$ cat src/rtl/mem_ctrl_pkg.sv
// rtl/mem_ctrl_pkg.sv - opcodes, FSM states and alignment helper for mem_ctrl_sync
package mem_ctrl_pkg;

    // SPARC op3[5:0] access opcodes
    localparam logic [5:0] OP_LD   = 6'b000000;
    localparam logic [5:0] OP_LDUB = 6'b000001;
    localparam logic [5:0] OP_LDUH = 6'b000010;
    localparam logic [5:0] OP_LDD  = 6'b000011;
    localparam logic [5:0] OP_ST   = 6'b000100;
    localparam logic [5:0] OP_STB  = 6'b000101;
    localparam logic [5:0] OP_STH  = 6'b000110;
    localparam logic [5:0] OP_STD  = 6'b000111;
    localparam logic [5:0] OP_LDSB = 6'b001001;
    localparam logic [5:0] OP_LDSH = 6'b001010;

    typedef enum logic [1:0] {
        S_IDLE,
        S_WAIT,
        S_ACCESS,
        S_DONE
    } state_t;

    // Low address bits that must be zero; access size in bytes is mask + 1.
    function automatic logic [2:0] align_mask(input logic [5:0] op);
        case (op)
            OP_LD, OP_ST:              return 3'd3;
            OP_LDUH, OP_LDSH, OP_STH:  return 3'd1;
            OP_LDD, OP_STD:            return 3'd7;
            default:                   return 3'd0;
        endcase
    endfunction

endpackage

$ cat src/rtl/mem_byte_array.sv
// rtl/mem_byte_array.sv - 8-byte-wide synchronous RAM with per-byte write strobes
module mem_byte_array #(
    parameter int ROW_BITS = 6
) (
    input  logic                i_clk,
    input  logic                i_en,
    input  logic [7:0]          i_we,
    input  logic [ROW_BITS-1:0] i_addr,
    input  logic [63:0]         i_wdata,
    output logic [63:0]         o_rdata
);

    logic [63:0] r_mem [0:(1<<ROW_BITS)-1];
    logic [63:0] r_rdata;

    // Strobe bit k writes data bits [8k+7:8k]; read returns the pre-write row contents
    always_ff @(posedge i_clk) begin
        if (i_en) begin
            for (int k = 0; k < 8; k++) begin
                if (i_we[k]) begin
                    r_mem[i_addr][8*k +: 8] <= i_wdata[8*k +: 8];
                end
            end
            r_rdata <= r_mem[i_addr];
        end
    end

    assign o_rdata = r_rdata;

endmodule

$ cat src/rtl/mem_ctrl_sync.sv
// rtl/mem_ctrl_sync.sv - four-phase SPARC load/store memory controller; MEM_DWORD_ACCESS_EN enables LDD/STD
module mem_ctrl_sync
    import mem_ctrl_pkg::*;
#(
    parameter int ADDR_WIDTH  = 9,
    parameter int WAIT_CYCLES = 2
) (
    input  logic        Clk,
    input  logic        Reset,
    input  logic        Enable,
    input  logic [5:0]  OpCode,
    input  logic [31:0] MAR_Address,
    input  logic [31:0] MDR_DataIn,
    input  logic [31:0] MDR_DataIn2,
    output logic [31:0] MDR_DataOut,
    output logic [31:0] MDR_DataOut2,
    output logic        MFC,
    output logic        MSET,
    output logic        MLET
);

    localparam int ROW_BITS = ADDR_WIDTH - 3;

    state_t      r_state, w_next;
    logic [3:0]  r_cnt;
    logic [5:0]  r_op;
    logic [31:0] r_addr;
    logic [31:0] r_din;
`ifdef MEM_DWORD_ACCESS_EN
    logic [31:0] r_din2;
`endif
    logic        r_mfc, r_mset, r_mlet;
    logic [31:0] r_dout, r_dout2;

    logic        w_is_load, w_is_store, w_sign, w_store_class;
    logic        w_misalign, w_oor, w_err, w_resp, w_arr_en;
    logic [2:0]  w_mask, w_off;
    logic [32:0] w_last;
    logic [7:0]  w_strb_base, w_strb;
    logic [63:0] w_wdata, w_rdata, w_rd_sh;
    logic [31:0] w_ld_data, w_ld_data2;
    logic        w_unused;

    // Classify the latched opcode into legal load / legal store
    always_comb begin
        w_is_load  = 1'b0;
        w_is_store = 1'b0;
        w_sign     = 1'b0;
        case (r_op)
            OP_LD, OP_LDUB, OP_LDUH: w_is_load = 1'b1;
            OP_LDSB, OP_LDSH: begin
                w_is_load = 1'b1;
                w_sign    = 1'b1;
            end
            OP_ST, OP_STB, OP_STH: w_is_store = 1'b1;
`ifdef MEM_DWORD_ACCESS_EN
            OP_LDD: w_is_load  = 1'b1;
            OP_STD: w_is_store = 1'b1;
`endif
            default: ;
        endcase
    end

    // Store-class opcodes (00x1xx) report errors on MSET, everything else on MLET
    assign w_store_class = (r_op[5:4] == 2'b00) && r_op[2];
    assign w_mask        = align_mask(r_op);
    assign w_off         = r_addr[2:0];
    assign w_misalign    = (w_off & w_mask) != 3'b000;
    // Last byte touched; any address bit above the array also lands here, so one test covers both
    assign w_last        = {1'b0, r_addr} + {30'b0, w_mask};
    assign w_oor         = (w_last >> ADDR_WIDTH) != 33'd0;
    assign w_err         = !(w_is_load || w_is_store) || w_misalign || w_oor;
    assign w_resp        = r_mfc || r_mset || r_mlet;
    assign w_arr_en      = (r_state == S_ACCESS) && !Reset;

    // Replicate store data across the row; the strobe picks the addressed big-endian lanes
    always_comb begin
        w_strb_base = 8'h80;
        w_wdata     = {8{r_din[7:0]}};
        case (w_mask)
            3'd1: begin
                w_strb_base = 8'hC0;
                w_wdata     = {4{r_din[15:0]}};
            end
            3'd3: begin
                w_strb_base = 8'hF0;
                w_wdata     = {2{r_din}};
            end
`ifdef MEM_DWORD_ACCESS_EN
            3'd7: begin
                w_strb_base = 8'hFF;
                w_wdata     = {r_din, r_din2};
            end
`endif
            default: ;
        endcase
    end

    assign w_strb = (w_arr_en && w_is_store && !w_err) ? (w_strb_base >> w_off) : 8'h00;

    mem_byte_array #(
        .ROW_BITS (ROW_BITS)
    ) u_array (
        .i_clk   (Clk),
        .i_en    (w_arr_en),
        .i_we    (w_strb),
        .i_addr  (r_addr[ADDR_WIDTH-1:3]),
        .i_wdata (w_wdata),
        .o_rdata (w_rdata)
    );

    // Move the addressed byte to the top of the row, then right-justify and extend
    assign w_rd_sh = w_rdata << {w_off, 3'b000};

    always_comb begin
        w_ld_data  = w_rd_sh[63:32];
        w_ld_data2 = 32'h0;
        case (w_mask)
            3'd0: w_ld_data = {{24{w_sign & w_rd_sh[63]}}, w_rd_sh[63:56]};
            3'd1: w_ld_data = {{16{w_sign & w_rd_sh[63]}}, w_rd_sh[63:48]};
`ifdef MEM_DWORD_ACCESS_EN
            3'd7: begin
                w_ld_data  = w_rdata[63:32];
                w_ld_data2 = w_rdata[31:0];
            end
`endif
            default: ;
        endcase
    end

`ifdef MEM_DWORD_ACCESS_EN
    assign w_unused = ^w_rd_sh[31:0];
`else
    assign w_unused = ^{w_rd_sh[31:0], MDR_DataIn2};
`endif

    // Next-state: DONE only releases once a response is showing and Enable has dropped
    always_comb begin
        w_next = r_state;
        case (r_state)
            S_IDLE:   if (Enable) w_next = (WAIT_CYCLES == 0) ? S_ACCESS : S_WAIT;
            S_WAIT:   if (r_cnt == 4'(WAIT_CYCLES - 1)) w_next = S_ACCESS;
            S_ACCESS: w_next = S_DONE;
            S_DONE:   if (w_resp && !Enable) w_next = S_IDLE;
            default:  w_next = S_IDLE;
        endcase
    end

    // State register and wait counter
    always_ff @(posedge Clk) begin
        if (Reset) begin
            r_state <= S_IDLE;
            r_cnt   <= 4'd0;
        end else begin
            r_state <= w_next;
            r_cnt   <= (r_state == S_WAIT) ? r_cnt + 4'd1 : 4'd0;
        end
    end

    // Capture the request once; later input changes are ignored until the next IDLE
    always_ff @(posedge Clk) begin
        if (!Reset && r_state == S_IDLE && Enable) begin
            r_op   <= OpCode;
            r_addr <= MAR_Address;
            r_din  <= MDR_DataIn;
`ifdef MEM_DWORD_ACCESS_EN
            r_din2 <= MDR_DataIn2;
`endif
        end
    end

    // Response: set in the first DONE cycle from the array read, cleared on handshake release
    always_ff @(posedge Clk) begin
        if (Reset) begin
            r_mfc   <= 1'b0;
            r_mset  <= 1'b0;
            r_mlet  <= 1'b0;
            r_dout  <= 32'h0;
            r_dout2 <= 32'h0;
        end else if (r_state == S_DONE) begin
            if (!w_resp) begin
                r_mfc  <= !w_err;
                r_mset <= w_err && w_store_class;
                r_mlet <= w_err && !w_store_class;
                if (!w_err && w_is_load) begin
                    r_dout  <= w_ld_data;
                    r_dout2 <= w_ld_data2;
                end
            end else if (!Enable) begin
                r_mfc  <= 1'b0;
                r_mset <= 1'b0;
                r_mlet <= 1'b0;
            end
        end
    end

    assign MFC          = r_mfc;
    assign MSET         = r_mset;
    assign MLET         = r_mlet;
    assign MDR_DataOut  = r_dout;
    assign MDR_DataOut2 = r_dout2;

endmodule

$ cat config.mk
export PLATFORM = sky130hd
export DESIGN_NAME = mem_ctrl_sync
export DESIGN_NICKNAME = d
export VERILOG_FILES = /design/src/rtl/mem_ctrl_pkg.sv /design/src/rtl/mem_byte_array.sv /design/src/rtl/mem_ctrl_sync.sv
export SDC_FILE = /design/constraint.sdc
export NUM_CORES = 2
export LEC_CHECK = 0
export ABC_CLOCK_PERIOD_IN_PS = 6800
export CORE_ASPECT_RATIO = 1.1
export CORE_MARGIN = 4
export CORE_UTILIZATION = 35
export DETAILED_ROUTE_END_ITERATION = 10
export PLACE_DENSITY = 0.48
export SYNTH_ARGS = -nofsm -noshare
export SYNTH_HDL_FRONTEND = slang
export SYNTH_HIERARCHICAL = 1
export SYNTH_SLANG_ARGS = --single-unit
$ cat constraint.sdc
create_clock -name Clk -period 6.8 [get_ports Clk]
set_input_delay 0.68 -clock Clk [delete_from_list [all_inputs] [get_ports Clk]]
set_output_delay 0.68 -clock Clk [all_outputs]
set_load 0.01 [all_outputs]
# After elaboration in Yosys (flattened, before gate mapping)
# Memory sizes are Yosys's and may differ from the RTL's. A register that Yosys moved wholly into a read port is not among the register bits.
# Cells that the tools add are included.
[word_totals] register_bits=111 ram_bits=4096 in_bits=105 out_inout_bits=67 word_cells=113 mem_count=1
[op_classes] add_sub_neg=2 eq_ne=19 shifts=2 muxes=40 n_bitwise=4 n_reduce_logical=36
[mem_list] memory="u_array.r_mem" depth=64 word_bits=64 read_ports=1 rd_clocked_by_memory_dff=1 write_ports=1 line="mem_byte_array.sv:13" source="logic [63:0] r_mem [0:(1<<ROW_BITS)-1];"
[ops] cell="$pmux 64 s2" count=1
[ops] cell="$pmux 32 s2" count=1
[ops] cell="$shl 64x6->64" count=1
[ops] cell="$add 32x3->33" count=1
[ops] cell="$reduce_bool 33->1" count=1
[ops] cell="$mux 1" count=31
[ops] cell="$eq 6x3->1 const B" count=4
[ops] cell="$pmux 7 s2" count=1
[ops] cell="$eq 6x2->1 const B" count=2
[ops] cell="$eq 6x4->1 const B" count=2
[ops] cell="$logic_and 1x1->1" count=10
[ops] cell="$pmux 3 s3" count=1
[ops] cell="$mux 8" count=1
[ops] cell="$ne 2x2->1 const B" count=4
[ops] cell="$pmux 2 s4" count=1
[ops] cell="$reduce_or 2->1" count=4
[ops] cell="$shr 8x3->8" count=1
[ops] cell="$eq 6x1->1 const B" count=1
[ops] cell="$logic_not 6->1" count=1
[ops] cell="$mux 2" count=3
[ops] cell="$reduce_and 3->1" count=2
[ops] cell="$reduce_or 3->1" count=2
[ops] cell="$logic_not 1->1" count=5
[ops] cell="$logic_or 1x1->1" count=5
[ops] cell="other kinds (14)" count=17

# Longest topological paths before layout
[depth] ltp_word=13 mapped_depth=20 depth_no_buf=16

# By module
# Netlist, hierarchy kept.
[modules_own_cells] module="mem_byte_array" instances=1 cells_each=8986 area_per_inst_um2=157250.8 seq_area_each_um2=124919.8
[modules_own_cells] module="mem_ctrl_sync" instances=1 cells_each=721 area_per_inst_um2=7190.6 seq_area_each_um2=2922.8

# Worst setup path before layout
# OpenSTA, ideal clock, no wires.
[synth_timing] path_kind="in2reg" startpoint="input port Reset" endpoint="register r_addr[0] (enable)" setup_ns=0.599 arrival_time_ns=6.239 t_required_ns=6.201 slack_ns=-0.038 stages=3 path_buffers=2 path_cell_list="clkbuf_1 > clkbuf_1 > nor3b_1"
[synth_between] elab_chain_len=3
[synth_lines] element="from (decl)" line="mem_ctrl_sync.sv:9" source="input logic Reset,"
[synth_lines] element="$logic_not 1->1" line="mem_ctrl_sync.sv:162" source="if (!Reset && r_state == S_IDLE && Enable) begin"
[synth_lines] element="$logic_and 1x1->1 (2 in series)" line="mem_ctrl_sync.sv:162"
[synth_lines] element="to (signal assigned)" line="mem_ctrl_sync.sv:164" source="r_addr <= MAR_Address;"
[synth_lines] element="to (decl)" line="mem_ctrl_sync.sv:27" source="logic [31:0] r_addr;"
# No other way between the ends.
# A chain may end at the register's enable or synchronous reset.

# Worst setup path after layout
[layout_timing] startpoint="register r_op[5]" endpoint="memory u_array.r_mem[34][61] (enable)"
[layout_between] elab_chain_len=13 elab_cells_between_ends=37 cone_classes="add/sub (1); eq/ne (11); shift (1); mux (8); bitwise (1); reduce/logical (15)"
[layout_lines] element="from (decl)" line="mem_ctrl_sync.sv:26" source="logic [5:0] r_op;"
[layout_lines] element="from (signal assigned)" line="mem_ctrl_sync.sv:163" source="r_op <= OpCode;"
[layout_lines] element="parallel branches: the longest is 9 deep, another holds $add 32x3->33"
[layout_lines] element="$mux 8 (*)" line="mem_ctrl_sync.sv:99" source="assign w_strb = (w_arr_en && w_is_store && !w_err) ? (w_strb_base >> w_off) : 8'h00;"
[layout_lines] element="named net w_strb[7]" line="mem_ctrl_sync.sv:39" source="logic [7:0] w_strb_base, w_strb;"
[layout_lines] element="$mux 1 (*)" line="mem_byte_array.sv:20" source="if (i_we[k]) begin"
[layout_lines] element="$mux 1 (*)" line="mem_byte_array.sv:18" source="if (i_en) begin"
[layout_lines] element="$mux 1 (not written as such) (*)" line="mem_byte_array.sv:21" source="r_mem[i_addr][8*k +: 8] <= i_wdata[8*k +: 8];"
[layout_lines] element="to (decl)" line="mem_byte_array.sv:13"
# Mark *: on every way through the listed nets, which the timed path passes.

==> impl_metrics.ini <==
[run_status]
status = completed

[sta]
rsz0062_at_grt = no
hold_viol_final = 0
setup_viol = 0
fin_crit_sh = 0.9421
fmax_ghz = 0.1561
slew_headroom = 0.04616
skew_ns = 0.05739
finalSetupTns_ns = 0
fin_crit_ns = 6.406
maxSlewViolCount = 0
tightest_slew_ns = 1.431

[power_and_ir_drop]
leakage_nw = 56.81
combPwrFrac = 0.134
power_frac_seq = 0.490
switching_share = 0.2703
p_int_mw = 44.72
p_per_area_mw_per_mm2 = 326.8
p_total_mw = 61.28
switchingPower_mw = 16.57
p_clk_frac = 0.376
peakVddDrop_v = 0.0002457

[setup_path]
reg2regPathDepth = 19
crit_arrival_ns = 7.00
start_kind = flip-flop
crit_type = flip-flop to flip-flop
worstPathMaxFanout = 11
reg2reg_slack_ns = 0.39
r2r_end = u_array/r_mem[34][61]$_DFFE_PP_
cp.required_ns = 7.40
reg2reg_from = r_op[5]$_DFFE_PP_
crit_path_end_kind = flip-flop

[synthesis]
syn_area_mm2 = 0.1644
yosys_warnings = 6
ys_types = 81
ys_ff_latch = 4271
synthArstFlopShare = 0
synth_edf_count = 4230
netlist_instances = 9707
ys_seq_area_frac = 0.7774
synth_flop_cell = edfxtp_1
syn_area_per_cell_um2 = 16.94

[global_routing]
antenna_found_initial = 54
grt_pass1_vias = 98440
grt_usage = 0.2479
grt_pass1_wl_um = 834700
grt_overflow = 0
grt_max_degree = 101

[floorplanning]
core_area_mm2 = 0.4673
initial_utilization = 0.3519
die_w_um = 661.5
io_pins = 172
die_y_um = 726.9
rows = 263
die_area_mm2 = 0.4809

[routing]
maxUsedRoutingLayer = met5
drt-initial-drc-count = 14660
wl_met1_um = 241200
route.detailed.drc = 0
drt_first_pass_iters = 8
wl_met3_um = 57990
vias = 102100
antenna_left = 0
via_per_inst = 6.203
totalWireLength_um = 617200
wl_per_cell_um = 37.48
dr_wl_met2_um = 287400

[clocking]
cts_buffers = 425
clock_latency_ns = 1.01
clk_root_buffer_cell = clkbuf_16
postCtsHoldBufs = 0
tritoncts = done
clock-sinks = 4271
post_cts_buffers = 0
cts_resized = 0
cts.clk_slew.worst_paths_ns = 0.07
clk_path_buf_depth = 4
h-tree-depth = 5

[placement]
io_buffer_count = 107
dpl.hpwl_um = 390000
routabilityCongestion = 0.9029

[job]
cap_viol_max_count = 0

[hold_path]
hp-class = input pin to flip-flop
hold_start = MAR_Address[1]
hold-path-endpoint = r_addr[1]$_DFFE_PP_
hold_depth = 1

[layout]
flow.area_growth_from_synthesis_pct = 14.03
final_util = 0.4013
post_route_cells_drive_above_1_share = 0.1350
final_nets = 9984
[per-stage QoR]
| step | hold slack (ns) | setup slack [ns] | cells | cell area [µm²] |
|---|---|---|---|---|
| after global placement | 0.4437 | 0.4528 | 15670 | 174000 |
| after global routing | 0.1929 | 0.03868 | 16450 | 187500 |
| after floorplan | 0.4337 | 0.8217 | 9738 | 164600 |
| after CTS | 0.1384 | 0.4616 | 16440 | 187400 |
| final | 0.2281 | 0.3939 | 16470 | 187500 |
| after detailed placement | 0.4544 | 0.5267 | 15670 | 174000 |
[critical path, cell delays in order, from the launching register on]
cell	delay, ns
edfxtp_1	0.40
or2_2	0.37
nor3_1	0.26
nor2_1	0.12
inv_1	0.09
ha_1	0.17
a21oi_1	0.08
nor2b_1	0.25
a41oi_4	0.11
nor4_2	0.46
a22oi_1	0.17
nor4_4	0.32
buf_4	0.24
nand4_4	0.33
nor4_1	0.44
buf_4	0.18
and2_1	0.62
buf_4	0.26
nand2_1	0.36
nor2_1	0.73
[final cells by class]
cell class / count / area (µm²)
Antenna cell: 26 / 65.06
Clock buffer: 523 / 11120
Clock inverter: 248 / 2346
Fill cell: 42300 / 279800
Inverter: 16 / 77.57
Multi-Input combinational cell: 4631 / 33420
Sequential cell: 4271 / 127800
Tap cell: 6227 / 7791
Timing Repair Buffer: 525 / 4842
[synthesized netlist by cell type, types with 13 or more instances]
master / count / area [µm²]
nand2_1: 300 / 1126
buf_1: 148 / 555.5
nor4_1: 75 / 469.2
nand3_1: 23 / 115.1
nor2_1: 683 / 2564
or3_1: 14 / 87.58
clkbuf_1: 352 / 1321
nand4_1: 27 / 168.9
nor2b_1: 29 / 181.4
nor3_1: 100 / 500.5
a221oi_1: 929 / 8137
nand2b_1: 24 / 150.1
dfxtp_1: 41 / 820.8
o2111ai_1: 15 / 131.4
mux2_2: 198 / 2230
o221ai_1: 48 / 420.4
o22ai_1: 465 / 2909
and2_1: 20 / 125.1
o211ai_1: 25 / 187.7
edfxtp_1: 4230 / 127000
a221o_1: 26 / 260.3
a21oi_1: 136 / 680.7
a211oi_1: 14 / 105.1
mux4_2: 49 / 1104
o22a_1: 78 / 683.2
a22oi_1: 842 / 6321
buf_4: 57 / 427.9
or4_1: 24 / 180.2
a211o_1: 17 / 148.9
o21ai_0: 80 / 400.4
buf_6: 18 / 202.7
mux2i_1: 170 / 1702
a22o_1: 33 / 289.0
a31oi_1: 13 / 81.33
buf_2: 245 / 1226
[power by group through the flow]
stage	clock, mW	combinational (mW)	sequential [mW]
after floorplan	0	3.64	30.8
after global placement	0	8.04	30.6
after detailed placement	0	8.09	30.6
after CTS	23.4	8.10	30.0
after global routing	24.5	8.36	30.0
final	23.0	8.19	30.0
[sequential cells by signal (all words and copies together), names as in the netlist]
signal	count
r_din	32
u_array/r_mem	4096
MFC	1
MLET	1
u_array/o_rdata	64
r_addr	32
r_op	6
MSET	1
r_cnt	4
r_state	2
MDR_DataOut	32
[layer usage]
metal | vias to the layer above | GRT usage
li1 | 40890 | -
met4 | 20 | 0.1134
met5 | - | 0
met2 | 6183 | 0.3925
met1 | 54000 | 0.3318
met3 | 1056 | 0.04595
[placed cells by master, fill, tap and decap left out, types with 78 or more instances in the layout]
master and instances:
edfxtp_1 4230, o22ai_1 465, clkinv_1 96, clkbuf_1 92, clkdlybuf4s50_1 106, mux2i_1 170
clkbuf_16 430, nand2_1 257, a221oi_1 929, buf_4 367, clkinv_2 78, mux2_2 198
o21ai_0 80, nor2_1 677, a21oi_1 136, a22oi_1 842, o22a_1 78, nor3_1 98
[cell families after synthesis]
logic type / count (synthesis) / share of synthesized area
xor gates and xnor gates: 8 / 0.0004261
muxes: 426 / 0.03144
buffers and inverters: 836 / 0.02307
DFF: 4271 / 0.7774
AOI/OAI and AO/OA: 2792 / 0.1302
other: 1 / 0.00002280
adders and majority gates: 9 / 0.0006848
and+or+nand+nor: 1364 / 0.03677
[worst max path at each step]
| stage | startpoint | endpoint |
|---|---|---|
| after floorplan | Reset | u_array/r_mem[48][48]$_DFFE_PP_ |
| after global placement | r_op[5]$_DFFE_PP_ | u_array/r_mem[34][61]$_DFFE_PP_ |
| after detailed placement | r_op[5]$_DFFE_PP_ | u_array/r_mem[34][58]$_DFFE_PP_ |
| after CTS | r_op[5]$_DFFE_PP_ | u_array/r_mem[34][61]$_DFFE_PP_ |
| after global routing | r_op[5]$_DFFE_PP_ | u_array/r_mem[34][61]$_DFFE_PP_ |
| final | r_op[5]$_DFFE_PP_ | u_array/r_mem[34][61]$_DFFE_PP_ |
Note: power is estimated with default switching activity, not from simulation.
